--- src/rtl/hit_sensor_scanner.sv ---
// Hit sensor scanner: synchronises four raw mole-box sensors, debounces them, arbitrates
// simultaneous strikes and emits one registered hit strobe per physical strike.
module hit_sensor_scanner #(
    parameter int DEBOUNCE_CYCLES = 500000,
    parameter int LOCKOUT_CYCLES  = 5000000,
    parameter int CNT_W           = 23
) (
    input  logic       clk,
    input  logic       reset,
    input  logic       enable,
    input  logic [3:0] sensor_raw,
    output logic       hit_detected,
    output logic [1:0] sensor_input,
    output logic       multi_hit,
    output logic       busy
);

    typedef enum logic [2:0] {
        IDLE,
        DEBOUNCE,
        REPORT,
        LOCKOUT,
        WAIT_RELEASE
    } state_t;

    localparam logic [CNT_W-1:0] DEB_LAST  = CNT_W'(DEBOUNCE_CYCLES - 1);
    localparam logic [CNT_W-1:0] LOCK_LAST = CNT_W'(LOCKOUT_CYCLES - 1);

    state_t           state_reg, state_next;
    logic [CNT_W-1:0] cnt_reg, cnt_next;
    logic [1:0]       cand_reg, cand_next;
    logic [3:0]       s1_reg, s2_reg;
    logic             hit_detected_reg;
    logic [1:0]       sensor_input_reg;
    logic             multi_hit_reg;
    logic             busy_reg;

    logic [1:0]       lowest_idx;
    logic [3:0]       cand_onehot;
    logic             multi_next;

    // Fixed priority: box 0 beats 1 beats 2 beats 3.
    always_comb begin
        lowest_idx = 2'd0;
        for (int i = 3; i >= 0; i--) begin
            if (s2_reg[i]) begin
                lowest_idx = 2'(i);
            end
        end
    end

    generate
        for (genvar gi = 0; gi < 4; gi++) begin : g_onehot
            assign cand_onehot[gi] = (cand_reg == 2'(gi));
        end
    endgenerate

    // s1 is what s2 will hold during the REPORT cycle, so the flag reflects
    // the sensors exactly while the strobe is high.
    assign multi_next = |(s1_reg & ~cand_onehot);

    always_comb begin
        state_next = state_reg;
        cnt_next   = cnt_reg;
        cand_next  = cand_reg;
        case (state_reg)
            IDLE: begin
                if (enable && (|s2_reg)) begin
                    cand_next  = lowest_idx;
                    cnt_next   = '0;
                    state_next = DEBOUNCE;
                end
            end
            DEBOUNCE: begin
                if (!enable || !s2_reg[cand_reg]) begin
                    state_next = IDLE;
                end else if (cnt_reg == DEB_LAST) begin
                    state_next = REPORT;
                end else begin
                    cnt_next = cnt_reg + CNT_W'(1);
                end
            end
            REPORT: begin
                cnt_next   = '0;
                state_next = LOCKOUT;
            end
            LOCKOUT: begin
                if (!enable) begin
                    state_next = IDLE;
                end else if (cnt_reg == LOCK_LAST) begin
                    state_next = WAIT_RELEASE;
                end else begin
                    cnt_next = cnt_reg + CNT_W'(1);
                end
            end
            WAIT_RELEASE: begin
                if (!enable || (s2_reg == 4'b0000)) begin
                    state_next = IDLE;
                end
            end
            default: begin
                state_next = IDLE;
            end
        endcase
    end

    always_ff @(posedge clk or posedge reset) begin
        if (reset) begin
            state_reg        <= IDLE;
            cnt_reg          <= '0;
            cand_reg         <= 2'd0;
            s1_reg           <= 4'b0000;
            s2_reg           <= 4'b0000;
            hit_detected_reg <= 1'b0;
            sensor_input_reg <= 2'd0;
            multi_hit_reg    <= 1'b0;
            busy_reg         <= 1'b0;
        end else begin
            s1_reg           <= sensor_raw;
            s2_reg           <= s1_reg;
            state_reg        <= state_next;
            cnt_reg          <= cnt_next;
            cand_reg         <= cand_next;
            busy_reg         <= (state_next != IDLE);
            hit_detected_reg <= (state_next == REPORT);
            if (state_next == REPORT) begin
                sensor_input_reg <= cand_reg;
                multi_hit_reg    <= multi_next;
            end else begin
                multi_hit_reg    <= 1'b0;
            end
        end
    end

    assign hit_detected = hit_detected_reg;
    assign sensor_input = sensor_input_reg;
    assign multi_hit    = multi_hit_reg;
    assign busy         = busy_reg;

endmodule

--- config.mk ---
export PLATFORM = sky130hd
export DESIGN_NAME = hit_sensor_scanner
export DESIGN_NICKNAME = d
export VERILOG_FILES = /design/src/rtl/hit_sensor_scanner.sv
export SDC_FILE = /design/constraint.sdc
export NUM_CORES = 1
export LEC_CHECK = 0
export CORE_MARGIN = 2
export CORE_UTILIZATION = 45
export CTS_CLUSTER_DIAMETER = 150
export DETAILED_ROUTE_END_ITERATION = 12
export PLACE_DENSITY = 0.66
export SLEW_MARGIN = 15
export SYNTH_ARGS = -nofsm -noshare
export SYNTH_HDL_FRONTEND = slang
export SYNTH_SLANG_ARGS = --single-unit
--- constraint.sdc ---
create_clock -name clk -period 2.8 [get_ports clk]
set_clock_uncertainty 0.1 [all_clocks]
set_input_delay 0.56 -clock clk [delete_from_list [all_inputs] [get_ports clk]]
set_output_delay 0.56 -clock clk [all_outputs]
set_load 0.01 [all_outputs]
**Yosys cells after proc, flatten, opt, wreduce, memory -nomap -nowiden**

Cells that the tools add are included.

- Register bits: 41
- Latch bits: 0
- Bits in writable memories: 0
- Memory bits (read-only): 0
- Bits of input ports: 7
- Output and inout bits: 5
- Word-level logic and storage cells: 62
- Memories kept: 0

- Add/sub/neg operators: 1
- Multiply operators: 0
- Divide/modulo/power cells: 0
- $lt $le $gt $ge: 1
- Eq/ne operators: 15
- Shifts and indexed selects: 0
- Muxes and demuxes: 20
- Bitwise operators: 2
- Reduce and logical (&&, ||, !) cells: 14

Operator list:

| kind | count |
|---|---|
| two-way mux 23 bit | 5 |
| one-hot mux 23 bit (4 select lines) | 1 |
| adder 23 x 1 -> 23 bit (second input constant) | 1 |
| equality test 23 x 19 -> 1 bit (second input constant) | 1 |
| equality test 23 bit (second input constant) | 1 |
| two-way mux 3 bit | 6 |
| one-hot mux 3 bit (5 select lines) | 1 |
| inequality test 2 bit (second input constant) | 5 |
| equality test 3 x 2 -> 1 bit (second input constant) | 3 |
| two-way mux 2 bit | 4 |
| OR reduction 4 bit | 2 |
| AND reduction 6 bit | 1 |
| AND 4 bit | 1 |
| equality test 2 bit (second input constant) | 2 |
| zero test 4 bit | 1 |
| NOT 4 bit | 1 |
| nonzero test 4 bit | 1 |
| equality test 3 x 1 -> 1 bit (second input constant) | 1 |
| equality test 3 bit (second input constant) | 1 |
| zero test 3 bit | 1 |
| < comparator 2 x 3 -> 1 bit (second input constant) | 1 |
| nonzero test 3 bit | 1 |
| binary-select mux 1 bit (select 2 bit) | 1 |
| equality test 2 x 1 -> 1 bit (second input constant) | 1 |
| 6 further kinds | 9 |

**Depth between registers and ports, before layout**

- Depth after elaboration: 8
- Gate-level depth with buffers: 9
- Depth with buffers taken out: 7

**Worst setup path before layout**

Ideal clock, no wire load.

- Kind: register to register
- From: reg cnt_reg[0]
- To: reg cnt_reg[21]
- Library setup time: 78 ps
- Arrival time: 2,091 ps
- Required time: 2,622 ps
- Slack: 531 ps
- Stages on the path, launching flop included: 8
- Buffers on the path: 0
- Clock period less this slack: 2,269 ps
- Cell sequence: dfrtp_1 ha_1 and3_1 and3_1 a21oi_2 o2111ai_4 or4_1 a21oi_1

- Longest elaborated chain between the ends: 4
- Elaborated cells on any way between the ends: 11
- Those cells by class: add/sub: 1; eq/ne: 4; mux: 5; reduce/logical: 1

RTL lines:

| element | line | text |
|---|---|---|
| from (decl) | 30 | `logic [CNT_W-1:0] cnt_reg, cnt_next;` |
| from (signal assigned) | 122 | `cnt_reg <= cnt_next;` |
| adder 23 x 1 -> 23 bit | 80, 93 |  |
| two-way mux 23 bit, on equally long branches | 90, 77 |  |
| two-way mux 23 bit, on equally long branches | 88, 75 |  |
| one-hot mux 23 bit (4 select lines) | 66 | `case (state_reg)` |

Several ways; a longest one is shown, not always the timed one. The select of a mux whose other input is x is not followed.
A chain may end at the register's enable or synchronous reset.

**Worst setup path in the final report**

- From: reg cnt_reg[0]
- To: reg cnt_reg[22]

The elaborated chain is that of the path after synthesis.

==> summary.txt <==
Floorplanning
  • Placement Rows: 25
  • Die area: 5300 um2
  • Die height: 72.8 um
  • Number of top-level pins: 12
  • Starting Density: 46.0%
  • Core Region: 4630 um2
  • Die Width: 72.8 um

Clock network
  • H-tree depth: 2
  • Post-CTS Setup Repair Bufs: 0
  • CTS clock-pin slew for the worst setup and hold paths: 0.07 ns
  • CTS root buf: clkbuf_8
  • CTS Buf Count: 5
  • CTS resizes: 0
  • Clk sinks: 41
  • TritonCTS clock tree: yes
  • Cts hold-fix bufs: 0
  • CTS max path bufs: 2
  • Worst-skew pair later-pin latency: 0.29 ns

Timing
  • Final Hold Fails: 0
  • Final setup violation count: 0
  • Final Max Tran Viols: 0
  • Slew HR: 64.9%
  • Setup TNS: 0 ns
  • RSZ-0062 raised after global routing: false
  • Maximum clock frequency: 397 MHz
  • Worst Tran Pin Value: 0.519 ns
  • Minimum clock period after layout: 2.52 ns
  • Period utilisation layout: 90.0%

Placement
  • Placer congestion estimate: 0.776
  • Port bufs: 11
  • Post-DP HPWL: 3.10 mm
  • DP Area: 2320 um2

Worst setup path
  • Critical path capture point type: flip-flop
  • Critical path class: flip-flop to flip-flop
  • Crit. path cell count: 7
  • CP dominant cell by count: and3_1
  • Worst-path maximum fanout: 7
  • Worst setup path startpoint: cnt_reg[0]$_DFFE_PP0P_
  • Max stage delay on crit path: 0.53 ns
  • End of the worst register-to-register path: cnt_reg[22]$_DFFE_PP0P_
  • Crit path DAT: 2.64 ns
  • Slowest stage cell, crit path: or4_1
  • Worst-path cell chain: ha_1 > and3_1 > and3_1 > a21oi_2 > o211ai_2 > or4_1 > a21oi_1
  • CP top delay family: simple AND/OR/NAND/NOR gates
  • CP Launch Type: flip-flop
  • Critical Path RT: 2.92 ns
  • R2R cell count: 7
  • Reg-to-Reg Start: cnt_reg[0]$_DFFE_PP0P_
  • CP Capture Point: cnt_reg[22]$_DFFE_PP0P_
  • Reg2reg setup slack: 0.28 ns
  • WP buf/inv: 0

Min path
  • WHS Path Cells: 0
  • Worst Hold Launch: s1_reg[0]$_DFF_PP0_
  • Min-delay worst type: flip-flop to flip-flop

Synth
  • Mean Syn Cell Area: 10.0 um2
  • Number of enable flip-flop cells after synthesis: 0
  • Synth Area in Adders: 0.588%
  • Syn Inst Count: 213
  • Synth top area cells: dfrtp_1 48%, nand2_1 4.1%, a21oi_1 3.8%, or3_1 3.5%, nor2_1 2.5%
  • Ys async rst share: 100%
  • Syn Nets: 221
  • Synth Area in XOR/XNOR: 0.823%
  • Top_reg_cell synth: dfrtp_1
  • Largest family of logic cells by synthesized area: simple AND/OR/NAND/NOR gates
  • Mux cell area share after synthesis: 2.59%
  • YS warnings: 0
  • Synth area leader: dfrtp_1
  • Post-synthesis register bit count: 41
  • Simple-gate share of the synthesized area: 25.4%
  • Post-Syn Area: 2130 um2
  • Seq/Total Area, Yosys: 48.2%
  • Compound-Gate Fraction of Synth Area: 18.7%
  • Distinct cells, synth: 54
  • Top cell type's share of synthesized area: 48.2%

Detailed routing
  • Pre-antenna DRT Iters: 4
  • Final ANT Viol Nets: 0
  • DRC: 0
  • WL final: 4.32 mm
  • 1st-iter DRT viols: 118
  • Per-cell routed wire length: 15.0 um
  • Via/cell ratio: 5.97
  • Via count: 1718

Power and ir drop
  • Flop pwr share: 49.7%
  • Int Pwr: 0.958 mW
  • Sw power: 0.462 mW
  • Lkg Pwr: 0.989 nW
  • VDD IR max: 0.000242 V
  • Comb pwr share: 24.5%
  • Pwr/cell area: 591 nW/um2
  • Sw frac: 32.5%
  • Clock power frac: 25.8%

Global route
  • Vias in the first global route: 1555
  • Total GRT Usage: 18.4%
  • Met2 usage: 26.8%
  • First-pass GRT wire length: 7.53 mm
  • Met1 Track Usage GR: 26.7%
  • GR Util met3: 3.31%
  • Busiest grt layer: met2
  • Initial antenna violation count: 0
  • Largest net degree at the start of global routing: 42
  • Global route total overflow: 0

Final layout
  • Most frequent cells in the layout: 41 x dfrtp_1, 23 x nand2_1, 16 x a21oi_1
  • Commonest non-fill, non-tap cell in the layout: dfrtp_1
  • # diodes: 0
  • Layout cells sized above 1: 13.7%
  • Max reg flops: 23
  • NumNets Final: 241
  • Layout overhead on the synthesized area: 12.9%
  • Final instance area: 2400 um2

Status
  • Status: complete, no violations

Flow run
  • Number of max-cap violations: 0
==> how the worst min path moves through the flow <==
stage / to / slack [ns]
after floorplan: s2_reg[0]$_DFF_PP0_ / 0.25
after global placement: s2_reg[0]$_DFF_PP0_ / 0.28
after detailed placement: s2_reg[0]$_DFF_PP0_ / 0.28
after CTS: s2_reg[0]$_DFF_PP0_ / 0.30
after global routing: s2_reg[0]$_DFF_PP0_ / 0.32
final: s2_reg[0]$_DFF_PP0_ / 0.29
==> power groups by stage <==
stage                     clock (mW)  sequential, mW  combinational [mW]
after floorplan                    0           0.700               0.287
after global placement             0           0.716               0.347
after detailed placement           0           0.718               0.351
after CTS                      0.382           0.706               0.352
after global routing           0.405           0.714               0.391
final                          0.367           0.705               0.348
==> cell usage after synthesis (all sizes together) (5+ instances only) <==
library cell	n
a21oi	19
nand2	23
o31ai	5
or3	14
and3	8
nor3	5
nor2	14
o21ai	15
dfrtp	41
inv	9
nand3	6
==> cells by family after synthesis <==
| kind of cell | Yosys count |
|---|---|
| xor+xnor | 2 |
| simple gates | 94 |
| fa+ha+maj | 1 |
| compound gates | 56 |
| mux | 4 |
| buf+inv | 15 |
| flops | 41 |
==> final cells by class <==
class                   instances  area, um2
repair buffers                 19        170
fillers                       430       2230
flip-flops and latches         41       1030
multi-input cells             157       1020
clock inverters                 2       10.0
well taps                      54       67.6
clock buffers                   6       72.6
inverters                       9       33.8
==> routing by layer <==
layer  up-vias  part of all wire, %
met5         -                    0
met3         5                  2.6
met1       851                   50
met4         0                  1.4
li1        837                    -
met2        25                   46
==> metrics by stage <==
stage          total power, mW  util, %  instances  setup WS [ns]  hold WS [ns]
2_1_floorplan            0.987        -        213          0.531         0.254
3_3_place_gp              1.06     50.1        280         0.0982         0.283
3_5_place_dp              1.07     50.1        280         0.0698         0.280
4_1_cts                   1.44     51.9        288          0.282         0.301
5_1_grt                   1.51     51.9        288          0.102         0.320
6_report                  1.42     51.9        288          0.279         0.294
Note: power is estimated with default switching activity, not from simulation.
